[src/rtl/shared_mem_arbiter.sv]
// shared_mem_arbiter: N-port front end for one synchronous RAM.
// Every master raises req with its access fields held stable. The arbiter
// serves one port at a time through IDLE -> ISSUE -> WAIT -> DONE and pulses
// that port's ack for one cycle when the access completes.
//
// Handshake: a port holds req, we, addr, wdata and be stable until ack is high
// for that port. ack lasts exactly one cycle. If req is still high in the
// following cycle, it counts as a new request.
//
// The FSM state is held in the `state` register so checkers can bind to it.
// busy is its externally visible summary: high whenever state != IDLE.
module shared_mem_arbiter #(
  parameter int NUM_PORTS   = 2,
  parameter int ADDR_W      = 17,
  parameter int DATA_W      = 16,
  parameter int RAM_LATENCY = 1,
  parameter int ARB_MODE    = 0,
  localparam int BE_W       = DATA_W / 8,
  localparam int GID_W      = (NUM_PORTS > 1) ? $clog2(NUM_PORTS) : 1
) (
  input  logic                        clk,
  input  logic                        rst_n,
  input  logic [NUM_PORTS-1:0]        req,
  input  logic [NUM_PORTS-1:0]        we,
  input  logic [NUM_PORTS*ADDR_W-1:0] addr,
  input  logic [NUM_PORTS*DATA_W-1:0] wdata,
  input  logic [NUM_PORTS*BE_W-1:0]   be,
  output logic [NUM_PORTS-1:0]        ack,
  output logic [NUM_PORTS*DATA_W-1:0] rdata,
  output logic                        ram_en,
  output logic                        ram_we,
  output logic [BE_W-1:0]             ram_be,
  output logic [ADDR_W-1:0]           ram_addr,
  output logic [DATA_W-1:0]           ram_wdata,
  input  logic [DATA_W-1:0]           ram_rdata,
  output logic                        busy,
  output logic [GID_W-1:0]            grant_id
);

  typedef enum logic [1:0] {
    IDLE  = 2'd0,
    ISSUE = 2'd1,
    WAIT  = 2'd2,
    DONE  = 2'd3
  } state_t;

  // The counter only has to reach RAM_LATENCY, which is at most 4.
  localparam logic [2:0] LAT_END = 3'(RAM_LATENCY);

  state_t           state;
  logic [2:0]       lat_cnt;
  logic [GID_W-1:0] last;
  logic [GID_W-1:0] start_ptr;
  logic [GID_W-1:0] cand;
  logic [GID_W-1:0] winner;

  // Pick the winner. The scan starts just after start_ptr and wraps. Fixed
  // priority uses the same scan with start_ptr pinned to the top index, so
  // port 0 is always looked at first.
  always_comb begin
    start_ptr = (ARB_MODE != 0) ? GID_W'(NUM_PORTS - 1) : last;
    cand      = '0;
    winner    = '0;
    // Walk the scan order backwards, so the earliest requesting port in scan
    // order is the last one written and therefore wins.
    for (int k = NUM_PORTS; k >= 1; k--) begin
      cand = GID_W'((int'(start_ptr) + k) % NUM_PORTS);
      if (req[cand]) winner = cand;
    end
  end

  // Access sequencer. Each output is registered here. An asynchronous reset
  // drops any access in flight without sending an ack.
  always_ff @(posedge clk or negedge rst_n) begin
    if (!rst_n) begin
      state     <= IDLE;
      lat_cnt   <= '0;
      last      <= GID_W'(NUM_PORTS - 1);
      ack       <= '0;
      rdata     <= '0;
      ram_en    <= 1'b0;
      ram_we    <= 1'b0;
      ram_be    <= '0;
      ram_addr  <= '0;
      ram_wdata <= '0;
      busy      <= 1'b0;
      grant_id  <= '0;
    end else begin
      case (state)
        IDLE: begin
          ack <= '0;
          if (|req) begin
            grant_id  <= winner;
            ram_addr  <= addr[winner*ADDR_W +: ADDR_W];
            ram_wdata <= wdata[winner*DATA_W +: DATA_W];
            ram_we    <= we[winner];
            // Reads enable every lane, so the RAM returns the full word.
            ram_be    <= we[winner] ? be[winner*BE_W +: BE_W] : {BE_W{1'b1}};
            ram_en    <= 1'b1;
            busy      <= 1'b1;
            state     <= ISSUE;
          end
        end
        ISSUE: begin
          ram_en  <= 1'b0;
          lat_cnt <= 3'd1;
          state   <= WAIT;
        end
        WAIT: begin
          lat_cnt <= lat_cnt + 3'd1;
          if (lat_cnt == LAT_END) begin
            // Only a read updates rdata, and only the granted port's slice.
            if (!ram_we) rdata[grant_id*DATA_W +: DATA_W] <= ram_rdata;
            ack[grant_id] <= 1'b1;
            state         <= DONE;
          end
        end
        DONE: begin
          ack  <= '0;
          busy <= 1'b0;
          if (ARB_MODE == 0) last <= grant_id;
          state <= IDLE;
        end
        default: begin
          state <= IDLE;
        end
      endcase
    end
  end

endmodule
[config.mk]
export PLATFORM = sky130hd
export DESIGN_NAME = shared_mem_arbiter
export DESIGN_NICKNAME = d
export VERILOG_FILES = /design/src/rtl/shared_mem_arbiter.sv
export SDC_FILE = /design/constraint.sdc
export NUM_CORES = 1
export LEC_CHECK = 0
export ABC_AREA = 1
export BUFFER_PORTS_ARGS = -buffer_cell sky130_fd_sc_hd__buf_2
export CAP_MARGIN = 20
export CORE_UTILIZATION = 30
export CTS_CLUSTER_SIZE = 10
export DETAILED_ROUTE_END_ITERATION = 8
export GPL_TIMING_DRIVEN = 1
export PLACE_DENSITY_LB_ADDON = 0.05
export SYNTH_ARGS = -nofsm -noshare
export SYNTH_HDL_FRONTEND = slang
export SYNTH_SLANG_ARGS = --single-unit
[constraint.sdc]
create_clock -name clk -period 1.9 [get_ports clk]
set_input_delay 0.285 -clock clk [delete_from_list [all_inputs] [get_ports clk]]
set_output_delay 0.285 -clock clk [all_outputs]
set_load 0.02 [all_outputs]
==> flow_summary.ini <==
[timing]
rsz0062_at_grt = false
layout_setup_ws_ns = 0.198
setup-violations-final = 0
finalCritPeriodShare = 0.896
hold_slack_ns = 0.199
relSlewSlack = 0.555
hold_viol = 0
layout_min_cycle_time_ns = 1.70
finalMaxSlewViolations = 0
final.setup.tns_ns = 0
fmax_ghz = 0.588
worst_pin_slew_ns = 0.667
finClkSkew_ns = 0.00696

[die]
die_w_um = 113
die_area_mm2 = 0.0128
boundaryPins = 165
core-area_mm2 = 0.0120
die_h_um = 113
core.rowCount = 40
start_util = 0.309

[pwr]
switching_share = 0.446
irDropWorstVdd_uv = 579
switchingPower_mw = 3.96
p_total_mw = 8.88
leakage_nw = 2.88
power_frac_clock = 0.193
cellPowerDensity_mw_per_mm2 = 1790
p_comb_frac = 0.467
pwr-share-seq = 0.340
cell_internal_pwr_mw = 4.92

[critical_path]
startpoint_type = flip-flop
end_kind = flip-flop
path_max_fanout = 17
arrival_ns = 1.92
r2r-start = state[0]
cp-startpoint = state[0]
regToRegSetupSlack_ns = 0.20
critical_path_class = flip-flop to flip-flop
cp-endpoint = rdata[12]
r2r_cells = 7
r2r_end = rdata[12]
critPathRequiredTime_ns = 2.12

[global_routing]
grt_pass1_vias = 3142
grt_use_total = 0.161
grt_pass1_wl_um = 16000
antenna_found_initial = 0
grt_max_degree = 66
overflow = 0

[cells_and_area]
diodes = 0
instances_no_fill = 756
syn2layout_area_growth_pct = 33.8
fill_cells = 1250
fin_nets = 702
drive_gt1_frac = 0.320

[synthesis]
synth.distinct_cells = 21
netlist_instances = 442
syn_nets = 540
seq_area_frac_synth = 0.534
ys_ff_latch = 79
syn_avg_cell_area_um2 = 8.39
yosysWarnings = 0
netlist_area_mm2 = 0.00371

[placement]
dpl.hpwl_um = 6900
place_congestion = 0.780
dp_cells = 739
dpl_worst_slack_ns = 0.207
io_buffer_count = 164

[status]
status = completed

[clocking]
cts_tree = done
cts_setup_buffers = 0
clock_latency_ns = 0.33
cts.clk_slew.worst_paths_ns = 0.06
cts_hold_buf = 1
cts.sinks = 79
cts_buffer_depth = 2
cts_resized = 0
htree_num_levels = 3
root_buffer = clkbuf_16
cts_buffers = 9

[routing]
ant_nets = 0
routed_wl_um = 9810
viasPerCell = 4.42
drt_iter0_markers = 212
drc_errors = 0
first_pass_iters = 4
wl_per_cell_um = 13.0
vias = 3338

[job]
cap_viol_max_count = 0

[min_path]
hp-class = input port to flip-flop
-- power groups by stage --
stage	registers [mW]	clock network [mW]	logic, mW
after floorplan	3.97	0	1.87
after detailed placement	3.03	0	4.22
after global placement	3.03	0	4.17
final	3.02	1.71	4.14
after CTS	3.03	1.78	4.21
after global routing	3.13	1.84	4.64
-- routing by layer --
layer  wire length [um]  up-vias  part of all wire  global-route usage
met5                  0        -                 0                   0
met4                108        0             0.011              0.0447
met3                672        8             0.069              0.0514
met2               4380      111              0.45               0.251
met1               4650     1503              0.47               0.214
li1                   -     1716                 -                   -
-- metrics by stage --
step,utilization,instance area [um^2]
floorplan,-,3710
global placement,0.388,4660
detailed placement,0.388,4660
CTS,0.413,4960
global route,0.413,4960
finish,0.413,4960
-- cell usage after synthesis (all sizes together) --
cell    number  area share
o211ai      33       0.067
nand3b       1      0.0020
clkbuf       4      0.0040
a21oi        6      0.0091
clkinv       1      0.0010
ha           6       0.020
dfstp        1      0.0071
o21ai        8       0.011
o22ai        2      0.0034
nand3       36       0.050
inv         48       0.049
dfrtp       78        0.53
nand2      197        0.20
nor2         3      0.0074
buf         18       0.039
-- layout by cell type (no fill, tap or decap), drive strengths merged, types with 2 or more instances in the layout --
cell type and count:
a21oi 6, nand3 36, inv 49, ha 6, o22ai 2, dfrtp 78
buf 172, nor2 3, o21ai 8, clkbuf 11, clkinv 4, nand2 197
o211ai 33
-- area by class of cell --
cell class	count	area (um^2)	area share
inverters	49	184	0.0371
multi-input cells	292	1390	0.281
clock buffers	11	233	0.0469
flip-flops and latches	79	1980	0.399
well taps	147	184	0.0371
clock inverters	5	57.6	0.0116
repair buffers	173	931	0.188
-- worst min path at each step --
| stage | start | end | slack (ns) | depth (start not counted) |
|---|---|---|---|---|
| 2_1_floorplan | rst_n | ack[0] | -0.01 | 0 |
| 3_3_place_gp | rst_n | rdata[7] | 0.28 | 1 |
| 5_1_grt | addr[23] | ram_addr[6] | 0.20 | 3 |
| 3_5_place_dp | rst_n | rdata[22] | 0.28 | 1 |
| 6_report | ram_rdata[6] | rdata[22] | 0.20 | 3 |
| 4_1_cts | ram_rdata[6] | rdata[22] | 0.19 | 3 |
-- worst max-delay path, cell delays in order, from the launching register on --
cell and delay (ns):
dfrtp_1 0.40, inv_1 0.11, ha_1 0.28, nand3_2 0.17, nor2_8 0.28, nand2_4 0.20, nand2_1 0.10, nand2_1 0.05
-- cells by family after synthesis --
family | after synthesis | share of synthesized area
fa+ha+maj | 6 | 0.0202
buf+inv | 71 | 0.0931
flops | 79 | 0.534
compound gates | 49 | 0.0901
simple gates | 237 | 0.263
-- flip-flops by register name, summed over array words and instances, names as in the netlist --
signal and cells:
lat_cnt 3, busy 1, ram_we 1, last 1, ram_en 1, ack 2, ram_be 2, ram_addr 17
ram_wdata 16, rdata 32, grant_id 1, state 2
Power figures use the tool's default switching activity.
